### config.mk
export PLATFORM = sky130hd
export DESIGN_NAME = ifid_skid_stage
export DESIGN_NICKNAME = d
export VERILOG_FILES = /design/src/rtl/ifid_skid_stage_pkg.sv /design/src/rtl/ifid_skid_stage_skid_entry.sv /design/src/rtl/ifid_skid_stage.sv
export SDC_FILE = /design/constraint.sdc
export NUM_CORES = 1
export LEC_CHECK = 0
export ABC_AREA = 1
export BUFFER_PORTS_ARGS = -buffer_cell sky130_fd_sc_hd__buf_2
export CAP_MARGIN = 20
export CORE_MARGIN = 2
export CORE_UTILIZATION = 35
export CTS_CLUSTER_DIAMETER = 50
export DETAILED_ROUTE_END_ITERATION = 8
export REMOVE_ABC_BUFFERS = 1
export SLEW_MARGIN = 20
export SYNTH_ARGS = -nofsm -noshare
export SYNTH_HDL_FRONTEND = slang
export SYNTH_SLANG_ARGS = --single-unit
### constraint.sdc
create_clock -name Clk -period 3.32 [get_ports Clk]
set_input_delay 0.498 -clock Clk [delete_from_list [all_inputs] [get_ports Clk]]
set_output_delay 0.498 -clock Clk [all_outputs]
set_load 0.005 [all_outputs]
### src/rtl/ifid_skid_stage_pkg.sv
// Shared pipeline-stage definitions: occupancy state encoding and the NOP instruction.
// Used by IF/ID and the later stage registers, so changes here ripple through the pipeline.
package ifid_skid_stage_pkg;

    typedef enum logic [1:0] {
        EMPTY = 2'd0,
        ONE   = 2'd1,
        FULL  = 2'd2
    } stage_state_t;

    localparam logic [31:0] NOP_INSTR_DEFAULT = 32'h0000_0000;

endpackage

### src/rtl/ifid_skid_stage_skid_entry.sv
// One pipeline entry: a valid bit plus PC/instruction, with load and clear controls.
// Latency: 1 cycle from load to outputs; no backpressure of its own (the owner decides).
module skid_entry
    import ifid_skid_stage_pkg::*;
#(
    parameter int                     PC_WIDTH    = 32,
    parameter int                     INSTR_WIDTH = 32,
    parameter logic [INSTR_WIDTH-1:0] NOP_INSTR   = INSTR_WIDTH'(NOP_INSTR_DEFAULT)
) (
    input  logic                   Clk,
    input  logic                   Reset,
    input  logic                   load,
    input  logic                   clear,
    input  logic                   clear_pc,
    input  logic [PC_WIDTH-1:0]    pc_dat_in,
    input  logic [INSTR_WIDTH-1:0] instr_dat_in,
    output logic                   vld,
    output logic [PC_WIDTH-1:0]    pc_dat,
    output logic [INSTR_WIDTH-1:0] instr_dat
);

    // clear wins over load; the PC may be kept on clear so decode sees the last PC on a drain
    always_ff @(posedge Clk) begin
        if (Reset) begin
            vld       <= 1'b0;
            pc_dat    <= '0;
            instr_dat <= NOP_INSTR;
        end else if (clear) begin
            vld       <= 1'b0;
            instr_dat <= NOP_INSTR;
            if (clear_pc) begin
                pc_dat <= '0;
            end
        end else if (load) begin
            vld       <= 1'b1;
            pc_dat    <= pc_dat_in;
            instr_dat <= instr_dat_in;
        end
    end

endmodule

### src/rtl/ifid_skid_stage.sv
// IF/ID stage register with one-entry skid buffer, flush-to-NOP and saturating stall counter.
// Latency 1 cycle; InReady drops only when both entries are occupied, all outputs registered.
module ifid_skid_stage
    import ifid_skid_stage_pkg::*;
#(
    parameter int                     PC_WIDTH    = 32,
    parameter int                     INSTR_WIDTH = 32,
    parameter logic [INSTR_WIDTH-1:0] NOP_INSTR   = INSTR_WIDTH'(NOP_INSTR_DEFAULT),
    parameter int                     CNT_WIDTH   = 16
) (
    input  logic                   Clk,
    input  logic                   Reset,
    input  logic                   Flush,
    input  logic                   InValid,
    output logic                   InReady,
    input  logic [PC_WIDTH-1:0]    PCIn,
    input  logic [INSTR_WIDTH-1:0] InstructionIn,
    output logic                   OutValid,
    input  logic                   OutReady,
    output logic [PC_WIDTH-1:0]    PCOut,
    output logic [INSTR_WIDTH-1:0] InstructionOut,
    output logic [CNT_WIDTH-1:0]   StallCount
);

    stage_state_t           state_q;
    stage_state_t           state_d;
    logic                   in_xfer;
    logic                   out_xfer;
    logic                   main_ld;
    logic                   main_from_skid;
    logic                   main_clr;
    logic                   main_clr_pc;
    logic                   skid_ld;
    logic                   skid_clr;
    logic                   skid_vld;
    logic [PC_WIDTH-1:0]    skid_pc;
    logic [INSTR_WIDTH-1:0] skid_instr;
    logic [PC_WIDTH-1:0]    main_pc_in;
    logic [INSTR_WIDTH-1:0] main_instr_in;

    assign in_xfer  = InValid & InReady;
    assign out_xfer = OutValid & OutReady;

    always_ff @(posedge Clk) begin
        if (Reset) begin
            state_q <= EMPTY;
        end else begin
            state_q <= state_d;
        end
    end

    always_comb begin
        state_d = state_q;
        if (Flush) begin
            state_d = EMPTY;
        end else begin
            case (state_q)
                EMPTY:   if (in_xfer) state_d = ONE;
                ONE:     if (in_xfer && !out_xfer) state_d = FULL;
                         else if (!in_xfer && out_xfer) state_d = EMPTY;
                FULL:    if (out_xfer) state_d = ONE;
                default: state_d = EMPTY;
            endcase
        end
    end

    always_comb begin
        main_ld        = 1'b0;
        main_from_skid = 1'b0;
        main_clr       = 1'b0;
        main_clr_pc    = 1'b0;
        skid_ld        = 1'b0;
        skid_clr       = 1'b0;
        if (Flush) begin
            main_clr    = 1'b1;
            main_clr_pc = 1'b1;
            skid_clr    = 1'b1;
        end else begin
            case (state_q)
                EMPTY: main_ld = in_xfer;
                ONE: begin
                    main_ld  = in_xfer & out_xfer;
                    skid_ld  = in_xfer & ~out_xfer;
                    main_clr = ~in_xfer & out_xfer;
                end
                FULL: begin
                    main_ld        = out_xfer & skid_vld;
                    main_from_skid = 1'b1;
                    skid_clr       = out_xfer;
                end
                default: begin
                    main_clr = 1'b1;
                    skid_clr = 1'b1;
                end
            endcase
        end
    end

    assign main_pc_in    = main_from_skid ? skid_pc    : PCIn;
    assign main_instr_in = main_from_skid ? skid_instr : InstructionIn;

    skid_entry #(
        .PC_WIDTH    (PC_WIDTH),
        .INSTR_WIDTH (INSTR_WIDTH),
        .NOP_INSTR   (NOP_INSTR)
    ) u_main (
        .Clk          (Clk),
        .Reset        (Reset),
        .load         (main_ld),
        .clear        (main_clr),
        .clear_pc     (main_clr_pc),
        .pc_dat_in    (main_pc_in),
        .instr_dat_in (main_instr_in),
        .vld          (OutValid),
        .pc_dat       (PCOut),
        .instr_dat    (InstructionOut)
    );

    // skid data returns to 0/NOP whenever it is emptied
    skid_entry #(
        .PC_WIDTH    (PC_WIDTH),
        .INSTR_WIDTH (INSTR_WIDTH),
        .NOP_INSTR   (NOP_INSTR)
    ) u_skid (
        .Clk          (Clk),
        .Reset        (Reset),
        .load         (skid_ld),
        .clear        (skid_clr),
        .clear_pc     (1'b1),
        .pc_dat_in    (PCIn),
        .instr_dat_in (InstructionIn),
        .vld          (skid_vld),
        .pc_dat       (skid_pc),
        .instr_dat    (skid_instr)
    );

    always_ff @(posedge Clk) begin
        if (Reset) begin
            InReady <= 1'b1;
        end else begin
            InReady <= (state_d != FULL);
        end
    end

    always_ff @(posedge Clk) begin
        if (Reset) begin
            StallCount <= '0;
        end else if (OutValid && !OutReady && (StallCount != {CNT_WIDTH{1'b1}})) begin
            StallCount <= StallCount + CNT_WIDTH'(1);
        end
    end

endmodule

==> summary.md, run 1 <==
| Metric | Value |
|---|---|
| Final HPWL DP | `11.0 mm` |
| TritonCTS Buffers | `17` |
| First-pass GRT wire length | `29.0 mm` |
| H-tree depth | `4` |
| Clk slew on worst S/H paths | `60 ps` |
| Status | `finished, final reports clean` |
| Power per cell area | `512 nW/µm²` |
| Clock Root Buffer | `clkbuf_16` |
| Ratio of cells with drive above 1 in the final layout | `19.2%` |
| Total power | `4.28 mW` |
| Filler Cells Inserted | `2026` |
| Vias in the first global route | `5842` |
| Final Cycle Share | `70.1%` |
| Largest family of logic cells by synthesized area | `simple AND/OR/NAND/NOR gates` |
| Drt pass-1 iters | `5` |
| Yosys reg bits | `149` |
| Fin crit period | `2330 ps` |
| Gpl congestion | `0.769` |
| RSZ-0062 raised after global routing | `no` |
| Post-synthesis compound-gate area fraction | `20.6%` |
| Syn Area/Cell | `7.02 µm²` |
| Num rows | `51` |
| Cell area after synthesis | `6850 µm²` |
| Routed wire length per instance | `12.8 µm` |
| Post-CTS Hold Buffers | `0` |
| DRC viols | `0` |
| Final Max Tran Viols | `0` |
| Total track usage | `17.6%` |
| Simple-gate portion of the synthesized area | `24.3%` |
| Cell variety after synth | `31` |
| Die Width | `144 µm` |
| CTS Sinks | `149` |
| Clock tree buffer depth | `2` |
| Top FF cell, synth | `dfxtp_1` |
| Vias | `6369` |
| CTS tree | `built` |
| Detailed Route Iter0 Violations | `275` |
| Top-level port count | `151` |
| Core area | `19300 µm²` |
| Post-Synthesis Cells | `976` |
| Setup WS post-layout | `994 ps` |
| F_max | `0.430 GHz` |
| Synth Area in XOR/XNOR | `1.02%` |
| Post-Route WL | `17.6 mm` |
| Starting Density | `35.4%` |
| Nets | `1163` |
| Worst setup SP type | `register` |
| Max cap viols | `0` |
| Post-synthesis adder-cell area fraction | `0.914%` |
| Initial antenna violation count | `5` |
| P_leak | `3.56 nW` |
| Final Hold Viols | `0` |
| Die Span Y | `144 µm` |
| Post-synth ARST share | `0%` |
| Seq/Total Area, Yosys | `43.6%` |
| Area growth syn-to-layout | `22.2%` |
| PortBufs | `150` |
| Worst-Skew Late Latency | `420 ps` |
| Syn. warnings | `0` |
| Worst-margin pin slew | `638 ps` |
| Mux contribution to synthesized area | `0%` |
| Crit-path max FO | `30` |
| Die area | `20700 µm²` |
| Aggregate global routing overflow | `0` |
| Nature of the critical path endpoint | `register` |
| Final Skew | `5.02 ps` |
| Worst Path Required | `3630 ps` |
| Post-CTS Setup Bufs | `0` |
| Worst Setup Path Type | `register to register` |
| Largest net degree at the start of global routing | `71` |
| Max IR drop VDD | `0.327 mV` |
| Vias per cell | `4.65` |
| WP data arrival | `2630 ps` |
| Final setup vio count | `0` |
| Normalized max-slew margin | `57.4%` |
| Quantity of gates resized following cts | `0` |
| Dpl ws | `963 ps` |
| Routed Antenna Nets | `0` |
| Hold_ws | `359 ps` |
| Post-synth EDFFs | `0` |
| Worst hold path type | `input pin to register` |
-- cells in the final DEF, fill, tap and decap left out --
| master | Yosys | final |
|---|---|---|
| nand3_1 | 43 | 43 |
| diode_2 | 0 | 2 |
| clkinv_2 | 0 | 2 |
| buf_4 | 6 | 10 |
| nand4_1 | 2 | 2 |
| clkinv_4 | 0 | 3 |
| nand2_1 | 242 | 240 |
| a21boi_1 | 13 | 13 |
| ha_1 | 5 | 5 |
| inv_1 | 85 | 85 |
| nand2_4 | 1 | 3 |
| nor3_4 | 1 | 2 |
| bufinv_16 | 0 | 3 |
| nor2_4 | 1 | 1 |
| a21boi_0 | 10 | 10 |
| xor2_1 | 3 | 3 |
| dfxtp_1 | 149 | 149 |
| nor3_1 | 3 | 3 |
| inv_2 | 4 | 4 |
| inv_6 | 0 | 4 |
| nor2_2 | 1 | 2 |
| buf_12 | 0 | 2 |
| clkbuf_16 | 0 | 17 |
| xnor2_1 | 5 | 5 |
| o21ai_1 | 11 | 11 |
| nand3_2 | 2 | 2 |
| clkinvlp_4 | 0 | 1 |
| nor2_1 | 64 | 63 |
| a31oi_1 | 1 | 1 |
| o21ai_0 | 122 | 122 |
| nand2_2 | 4 | 4 |
| clkbuf_8 | 0 | 2 |
| o211ai_1 | 1 | 1 |
| nand3b_1 | 23 | 23 |
| buf_2 | 15 | 150 |
| a21oi_1 | 111 | 111 |
-- worst max-delay path, cell delays in order, from the launching register on --
cell and delay [ps]:
dfxtp_1 340, inv_1 90, ha_1 270, inv_2 80
nand3_2 70, nand2_2 80, nor2_4 120, nand3_2 490
buf_4 430, a21boi_0 170, nor2_1 60
-- metrics by stage --
step | instances | cell area, µm² | utilization [%] | setup TNS (ps)
final | 1369 | 8370 | 43.3 | 0
after global routing | 1367 | 8360 | 43.3 | 0
after CTS | 1367 | 8360 | 43.3 | 0
after detailed placement | 1335 | 7740 | 40.0 | 0
after global placement | 1335 | 7740 | 40.0 | 0
after floorplan | 908 | 6520 | - | -688
-- path summary, 6_finish.rpt --
| check | start | end | slack [ps] | depth (start not counted) |
|---|---|---|---|---|
| worst max-delay path | state_q[0] | u_main.pc_dat[9] | 990 | 10 |
| worst min-delay path | PCIn[26] | u_skid.pc_dat[26] | 360 | 3 |
| worst max register to register | state_q[0] | u_main.pc_dat[9] | 990 | 10 |
| worst min register to register | u_skid.pc_dat[27] | u_skid.pc_dat[27] | 450 | 2 |
-- power breakdown --
group	total, mW	internal, mW	switching, mW	leakage [nW]
Combinational	0.389	0.154	0.235	2.05
Sequential	1.85	1.83	0.0214	1.21
Clock	2.04	1.23	0.806	0.305
-- layout make-up --
class / instances / area (µm²) / area share [%]
clock inverter: 13 / 169 / 2.02
multi-input combinational: 670 / 3230 / 38.6
timing repair buffer: 162 / 866 / 10.3
inverter: 89 / 334 / 3.99
sequential: 149 / 2980 / 35.6
antenna: 2 / 5.00 / 0.0598
tap: 265 / 332 / 3.96
clock buffer: 19 / 453 / 5.41
-- registers in the layout, indices dropped and copies added (netlist names) --
register and flops:
InReady 1, u_skid.vld 1, u_skid.instr_dat 32, u_main.pc_dat 32, u_main.vld 1, state_q 2
StallCount 16, u_skid.pc_dat 32, u_main.instr_dat 32
-- synth_stat cells, types with 2 or more instances --
library cell,count,area [µm²]
a21boi_0,10,75.1
a21boi_1,13,97.6
a21oi_1,111,556
buf_1,3,11.3
buf_2,15,75.1
buf_4,6,45.0
buf_6,4,45.0
clkbuf_1,40,150
dfxtp_1,149,2980
ha_1,5,62.6
inv_1,85,319
inv_2,4,15.0
nand2_1,242,908
nand2_2,4,25.0
nand3_1,43,215
nand3_2,2,20.0
nand3b_1,23,173
nand4_1,2,12.5
nor2_1,64,240
nor3_1,3,15.0
o21ai_0,122,611
o21ai_1,11,55.1
xnor2_1,5,43.8
xor2_1,3,26.3
-- layer usage --
layer | vias to the layer above | global-route usage (%) | wire length (µm)
met1 | 2812 | 23.0 | 8330
li1 | 3382 | - | -
met5 | - | 0 | 27
met4 | 4 | 4.95 | 172
met3 | 18 | 5.63 | 1180
met2 | 153 | 27.9 | 7850
-- kinds of logic (layout without fill, tap and decap cells) --
group           count (synthesis)  after routing
fa+ha+maj                       5              5
buf+inv                       157            283
simple gates                  388            388
other cells                     0              2
flops                         149            149
xor+xnor                        8              8
compound gates                269            269
No activity file was read; power rests on OpenSTA's default activity.
==> run 2, diff against run 1 <==
==> constraint.sdc (replaced) <==
create_clock -name Clk -period 1.98 [get_ports Clk]
set_input_delay 0.297 -clock Clk [delete_from_list [all_inputs] [get_ports Clk]]
set_output_delay 0.297 -clock Clk [all_outputs]
set_load 0.005 [all_outputs]
==> run 2 against run 1 <==
  * Sequential share of layout area decreased by 0.67 points
  * Clock-buffer cell count unchanged
  * Non-clock buffer count increased by 14
  * First-iteration DRC count up 0.73%
  * Total power is 63% higher
  * Worst setup slack worse by 790 ps
  * Combinational power increased by 78%
  * Fmax grew 31%
  * Utilization is 0.87 points higher
  * Clock skew is 2.4 ps higher
  * Clock power rose by 56%
  * Critical path type unchanged
  * Largest cell class unchanged
==> summary.md, run 2 (synthesis results as in run 1) <==
| Metric | Value |
|---|---|
| Status | `finished, final reports clean (unchanged)` |
| Starting Density | `35.4% (unchanged)` |
| F_max | `0.564 GHz (was 0.430 GHz)` |
| Final Cycle Share | `89.6% (was 70.1%)` |
| Die area | `20700 µm² (unchanged)` |
| Vias in the first global route | `5910 (was 5842)` |
| M1 WL | `8.37 mm (was 8.33 mm)` |
| Routed Antenna Nets | `0 (unchanged)` |
| Worst R2R Start | `StallCount[1] (was state_q[0])` |
| Aggregate global routing overflow | `0 (unchanged)` |
| Clock tree buffer depth | `2 (unchanged)` |
| Share of power burned in registers | `44.5% (was 43.3%)` |
| Power per cell area | `818 nW/µm² (was 512 nW/µm²)` |
| Internal | `5.25 mW (was 3.22 mW)` |
| Crit path from | `StallCount[1] (was state_q[0])` |
| WL met2 | `7.99 mm (was 7.85 mm)` |
| Vias per cell | `4.63 (was 4.65)` |
| Final HPWL DP | `11.8 mm (was 11.0 mm)` |
| Initial antenna violation count | `5 (unchanged)` |
| Nature of the critical path endpoint | `register (unchanged)` |
| Path depth of the worst reg2reg path | `8 (was 10)` |
| PortBufs | `150 (unchanged)` |
| Fin crit period | `1770 ps (was 2330 ps)` |
| Die Span Y | `144 µm (unchanged)` |
| Reg2reg end | `StallCount[9] (was u_main.pc_dat[9])` |
| Setup WS post-layout | `206 ps (was 994 ps)` |
| Worst Setup Path Type | `register to register (unchanged)` |
| Top-level port count | `151 (unchanged)` |
| Net Sw Power | `1.74 mW (was 1.06 mW)` |
| Placed cell count | `1348 (was 1335)` |
| CTS Sinks | `149 (unchanged)` |
| DR top layer | `met5 (unchanged)` |
| Filler Cells Inserted | `2029 (was 2026)` |
| CTS tree | `built (unchanged)` |
| Post-CTS Setup Bufs | `0 (unchanged)` |
| Area growth syn-to-layout | `24.7% (was 22.2%)` |
| Max IR drop VDD | `0.599 mV (was 0.327 mV)` |
| Total track usage | `17.4% (was 17.6%)` |
| Clock Root Buffer | `clkbuf_16 (unchanged)` |
| Dpl cell area | `7930 µm² (was 7740 µm²)` |
| Die Width | `144 µm (unchanged)` |
| Total power | `6.99 mW (was 4.28 mW)` |
| Normalized max-slew margin | `68.8% (was 57.4%)` |
| Vias | `6400 (was 6369)` |
| Clk slew on worst S/H paths | `60 ps (about the same)` |
| Worst-Skew Late Latency | `420 ps (about the same)` |
| Final setup vio count | `0 (unchanged)` |
| Gpl congestion | `0.800 (was 0.769)` |
| Final Skew | `7.37 ps (was 5.02 ps)` |
| Worst hold path type | `input pin to register (unchanged)` |
| Final Hold Viols | `0 (unchanged)` |
| Combinational share of power | `9.9% (was 9.1%)` |
| Drt pass-1 iters | `5 (unchanged)` |
| P_leak | `3.65 nW (was 3.56 nW)` |
| RSZ-0062 raised after global routing | `no (unchanged)` |
| Largest net degree at the start of global routing | `53 (was 71)` |
| Routed wire length per instance | `12.9 µm (was 12.8 µm)` |
| Num rows | `51 (unchanged)` |
| TritonCTS Buffers | `17 (unchanged)` |
| Met3 WL | `1.24 mm (was 1.18 mm)` |
| Worst-margin pin slew | `469 ps (was 638 ps)` |
| Worst Path Required | `2270 ps (was 3630 ps)` |
| DRC viols | `0 (unchanged)` |
| Clock share of power | `45.6% (was 47.6%)` |
| Crit-path max FO | `14 (was 30)` |
| Commonest cells after routing, fill and taps aside | `nand2_1 (239), buf_2 (150), dfxtp_1 (147) (was nand2_1 (240), buf_2 (150), dfxtp_1 (149))` |
| Dpl ws | `119 ps (was 963 ps)` |
| Worst setup SP type | `register (unchanged)` |
| First-pass GRT wire length | `28.9 mm (was 29.0 mm)` |
| Final Max Tran Viols | `0 (unchanged)` |
| Detailed Route Iter0 Violations | `277 (was 275)` |
| Non-Filler Instances | `1381 (was 1369)` |
| Max cap viols | `0 (unchanged)` |
| Switching Share | `24.9% (was 24.8%)` |
| Ratio of cells with drive above 1 in the final layout | `20.4% (was 19.2%)` |
| H-tree depth | `4 (unchanged)` |
| Post-Route WL | `17.8 mm (was 17.6 mm)` |
| WP data arrival | `2060 ps (was 2630 ps)` |
| Core area | `19300 µm² (unchanged)` |
| Nets | `1177 (was 1163)` |
| Most common cell after layout, fill and taps aside | `nand2_1 (unchanged)` |
| Design area | `8540 µm² (was 8370 µm²)` |
| CP Capture Point | `StallCount[9] (was u_main.pc_dat[9])` |
| FF-to-FF setup slack | `210 ps (was 990 ps)` |
| Final core occ | `44.2% (was 43.3%)` |
[run 2: changes by cell type in the layout (fill, tap and decap cells not counted), moves of 2 or more]
cell and change:
buf_12 +7, buf_4 +6, dfxtp_1 -2, inv_6 -3, dfxtp_2 +2
[run 2: final cells by class]
type,count,area (µm²),share of cell area [%]
flip-flops and latches,149,2990,35.0
multi-input cells,670,3230,37.9
inverters,89,334,3.91
repair buffers,176,1080,12.6
well taps,265,332,3.88
clock buffers,19,443,5.19
diodes,2,5.00,0.0586
clock inverters,11,129,1.51
[run 2: worst min-delay path by stage]
stage                      endpoint  slack, ps               from  cells past startpoint
2_1_floorplan        StallCount[11]        370              Reset                      1
3_3_place_gp       u_skid.pc_dat[5]        430   u_skid.pc_dat[5]                      2
3_5_place_dp      u_skid.pc_dat[20]        440  u_skid.pc_dat[20]                      2
4_1_cts        u_skid.instr_dat[10]        140  InstructionIn[10]                      3
5_1_grt        u_skid.instr_dat[10]        160  InstructionIn[10]                      3
6_report       u_skid.instr_dat[10]        170  InstructionIn[10]                      3
[run 2: what timing repair did]
item / CTS / global route
resized for setup: 0 / 5
hold buffers: 0 / 0
setup endpoints to repair: 0 / 38
[run 2: critical path, cell delays in order (launching register included)]
cell and delay (ps):
dfxtp_1 400, ha_1 240, nand3_1 180, nor3_4 260
nand2_1 110, nand2_1 100, nand2_2 170, nand2_1 120
a21oi_1 60
[run 2: through the flow]
stage / setup TNS (ps) / hold WS (ps)
after global placement: 0 / 432
after floorplan: -142920 / 366
after global routing: 0 / 164
after CTS: 0 / 145
after detailed placement: 0 / 438
final: 0 / 165
[run 2: routing by layer]
| layer | global-route usage (%) | up-vias |
|---|---|---|
| li1 | - | 3414 |
| met1 | 22.5 | 2828 |
| met3 | 5.43 | 17 |
| met5 | 0 | - |
| met2 | 27.9 | 137 |
| met4 | 4.80 | 4 |
[run 2: power groups by stage]
stage,registers (mW),clock network (mW),logic (mW)
floorplan,3.18,0,0.371
global placement,3.18,0,0.684
detailed placement,3.18,0,0.690
CTS,3.11,3.26,0.693
global route,3.12,3.36,0.791
finish,3.11,3.18,0.693
==> run 3, diff against run 2 <==
--- a/config.mk
+++ b/config.mk
@@ -8,6 +8,7 @@
 export ABC_AREA = 1
 export BUFFER_PORTS_ARGS = -buffer_cell sky130_fd_sc_hd__buf_2
 export CAP_MARGIN = 20
+export CORE_ASPECT_RATIO = 0.5
 export CORE_MARGIN = 2
 export CORE_UTILIZATION = 35
 export CTS_CLUSTER_DIAMETER = 50
@@ -16,4 +17,5 @@
 export SLEW_MARGIN = 20
 export SYNTH_ARGS = -nofsm -noshare
 export SYNTH_HDL_FRONTEND = slang
+export SYNTH_HIERARCHICAL = 1
 export SYNTH_SLANG_ARGS = --single-unit
==> run 3 against run 2 <==
  * Worst setup slack worse by 130 ps
  * Largest cell class unchanged
  * Critical path depth is 1 higher
  * Wire length up 3.1%
  * Design area is 2.7% higher
==> summary.md, run 3 <==
| Metric | Value |
|---|---|
| Status | `finished, final reports clean (unchanged)` |
| Top FF cell, synth | `dfxtp_1 (unchanged)` |
| Yosys reg bits | `149 (unchanged)` |
| Crit path from | `state_q[1] (was StallCount[1])` |
| Top-level port count | `151 (unchanged)` |
| CTS Sinks | `149 (unchanged)` |
| Hold path startpoint | `PCIn[26] (was InstructionIn[10])` |
| Cell area after synthesis | `6960 µm² (was 6850 µm²)` |
| Worst Path Required | `2330 ps (was 2270 ps)` |
| Die area | `21100 µm² (was 20700 µm²)` |
| Max IR drop VDD | `0.545 mV (was 0.599 mV)` |
| Final core occ | `45.1% (was 44.2%)` |
| Clock Root Buffer | `clkbuf_16 (unchanged)` |
| Synth cell count leaders | `nand2_1 (258), dfxtp_1 (149), a21oi_1 (79) (was nand2_1 (242), dfxtp_1 (149), o21ai_0 (122))` |
| Vias per cell | `4.81 (was 4.63)` |
| Ratio of cells with drive above 1 in the final layout | `37.4% (was 20.4%)` |
| Switching Share | `23.4% (was 24.9%)` |
| Final Skew | `8.07 ps (was 7.37 ps)` |
| Num rows | `36 (was 51)` |
| PortBufs | `150 (unchanged)` |
| Most common cell after layout, fill and taps aside | `nand2_1 (unchanged)` |
| Worst R2R Start | `state_q[1] (was StallCount[1])` |
| Fin crit period | `1910 ps (was 1770 ps)` |
| Clk slew on worst S/H paths | `60 ps (about the same)` |
| Largest net degree at the start of global routing | `51 (was 53)` |
| Initial antenna violation count | `1 (was 5)` |
| Aggregate global routing overflow | `0 (unchanged)` |
| Routed wire length per instance | `14.5 µm (was 12.9 µm)` |
| Share of power burned in registers | `44.6% (was 44.5%)` |
| Dpl cell area | `8030 µm² (was 7930 µm²)` |
| Total track usage | `17.1% (was 17.4%)` |
| Final Cycle Share | `96.3% (was 89.6%)` |
| Final setup vio count | `0 (unchanged)` |
| Drt pass-1 iters | `4 (was 5)` |
| Clock tree buffer depth | `2 (unchanged)` |
| Area growth syn-to-layout | `26.1% (was 24.7%)` |
| Worst-Skew Late Latency | `420 ps (about the same)` |
| Final HPWL DP | `11.6 mm (was 11.8 mm)` |
| Combinational share of power | `8.4% (was 9.9%)` |
| TritonCTS Buffers | `17 (unchanged)` |
| DRC viols | `0 (unchanged)` |
| P_leak | `3.34 nW (was 3.65 nW)` |
| CTS tree | `built (unchanged)` |
| Synth area leaders | `dfxtp_1 (43%), nand2_1 (14%), mux2_2 (10%) (was dfxtp_1 (44%), nand2_1 (13%), o21ai_0 (8.9%))` |
| Filler Cells Inserted | `1943 (was 2029)` |
| Vias in the first global route | `5834 (was 5910)` |
| Worst hold path type | `input pin to register (unchanged)` |
| Final Hold Viols | `0 (unchanged)` |
| Gpl congestion | `0.824 (was 0.800)` |
| Commonest cells after routing, fill and taps aside | `nand2_1 (256), buf_2 (150), dfxtp_1 (147) (was nand2_1 (239), buf_2 (150), dfxtp_1 (147))` |
| Post-CTS Hold Buffers | `0 (unchanged)` |
| Crit-path max FO | `8 (was 14)` |
| Setup_tns | `0 ps (unchanged)` |
| Max cap viols | `0 (unchanged)` |
| Post-Synthesis Cells | `845 (was 976)` |
| H-tree depth | `4 (unchanged)` |
| Starting Density | `35.8% (was 35.4%)` |
| Syn Area/Cell | `8.23 µm² (was 7.02 µm²)` |
| Cell variety after synth | `33 (was 31)` |
| Inserted Diodes | `0 (was 2)` |
| Die Span Y | `104 µm (was 144 µm)` |
| Power per cell area | `783 nW/µm² (was 818 nW/µm²)` |
| Vias | `6079 (was 6400)` |
| Post-Route WL | `18.4 mm (was 17.8 mm)` |
| Worst setup SP type | `register (unchanged)` |
| Nature of the critical path endpoint | `register (unchanged)` |
| Post-synth ARST share | `0% (unchanged)` |
| Final Max Tran Viols | `0 (unchanged)` |
| WP data arrival | `2260 ps (was 2060 ps)` |
| Most frequent cell after synthesis | `nand2_1 (unchanged)` |
| Seq/Total Area, Yosys | `42.9% (was 43.6%)` |
| Die Width | `203 µm (was 144 µm)` |
| Clock share of power | `47.1% (was 45.6%)` |
| F_max | `0.525 GHz (was 0.564 GHz)` |
| Post-synth EDFFs | `0 (unchanged)` |
| Worst Setup Path Type | `register to register (unchanged)` |
| Nets | `1061 (was 1177)` |
| Net Sw Power | `1.61 mW (was 1.74 mW)` |
| Synth top area share | `42.9% (was 43.6%)` |
| Internal | `5.26 mW (was 5.25 mW)` |
| Design area | `8770 µm² (was 8540 µm²)` |
| First-pass GRT wire length | `29.0 mm (was 28.9 mm)` |
| Detailed Route Iter0 Violations | `283 (was 277)` |
| Core area | `19500 µm² (was 19300 µm²)` |
| Routed Antenna Nets | `0 (unchanged)` |
| Syn. warnings | `6 (was 0)` |
| Leading area contributor after synthesis | `dfxtp_1 (unchanged)` |
run 3: worst max-delay path, stage by stage, from the launching register on:
cell and delay [ps]:
dfxtp_4 380, inv_2 60, ha_4 270, o2111ai_4 130, a21oi_4 260, inv_4 60
nor2_4 260, clkbuf_16 230, nand2_1 60, a21oi_1 140
run 3: final cells by class:
class | count | area (µm²) | share of cell area (%)
Sequential cell | 149 | 2990 | 34.1
Inverter | 26 | 105 | 1.20
Tap cell | 266 | 333 | 3.79
Clock inverter | 8 | 98.8 | 1.13
Clock buffer | 23 | 488 | 5.56
Multi-Input combinational cell | 612 | 3560 | 40.6
Timing Repair Buffer | 181 | 1200 | 13.7
run 3: kinds of logic (layout without fill, tap and decap cells):
group           count (synthesis)  after routing  synth area share, %
compound gates                159            159                 15.2
buf+inv                        84            238                 7.10
simple gates                  377            377                 22.7
flops                         149            149                 42.9
other cells                     1              1               0.0539
fa+ha+maj                       5              5                0.899
xor+xnor                        6              6                0.755
mux                            64             64                 10.4
run 3: path summary, 6_finish.rpt:
check | endpoint | slack [ps] | depth (start not counted)
setup / recovery | u_main/pc_dat[23] | 70 | 9
setup reg to reg | u_main/pc_dat[23] | 70 | 9
hold reg to reg | u_main/instr_dat[1] | 460 | 2
hold / removal | u_skid/pc_dat[26] | 130 | 3
run 3: power by group through the flow:
| stage | Sequential [mW] | Combinational [mW] | Clock (mW) |
|---|---|---|---|
| 6_report | 3.06 | 0.577 | 3.23 |
| 5_1_grt | 3.06 | 0.632 | 3.44 |
| 4_1_cts | 3.06 | 0.553 | 3.31 |
| 3_5_place_dp | 3.13 | 0.550 | 0 |
| 3_3_place_gp | 3.13 | 0.547 | 0 |
| 2_1_floorplan | 3.13 | 0.256 | 0 |
run 3: timing repair:
item | 4_1_cts | 5_1_grt
buffers inserted | 0 | 3
setup endpoints to repair | 0 | 130
gates resized for setup | 0 | 20
run 3: stage by stage:
stage          std cells  total power [mW]  setup slack, ps  hold slack, ps
4_1_cts             1259              6.93             17.5             113
2_1_floorplan        787              3.38            -1540             359
3_5_place_dp        1228              3.68             43.0             451
3_3_place_gp        1228              3.67             75.8             447
6_report            1265              6.87             73.7             135
5_1_grt             1265              7.14            -8.92             123
run 3: layer usage:
| layer | track usage (%) | vias to the layer above | share of wire [%] |
|---|---|---|---|
| met1 | 21.9 | 2873 | 48 |
| met3 | 3.84 | 17 | 3.6 |
| li1 | - | 3073 | - |
| met5 | 0 | - | 0 |
| met2 | 28.2 | 116 | 47 |
| met4 | 5.89 | 0 | 1.3 |
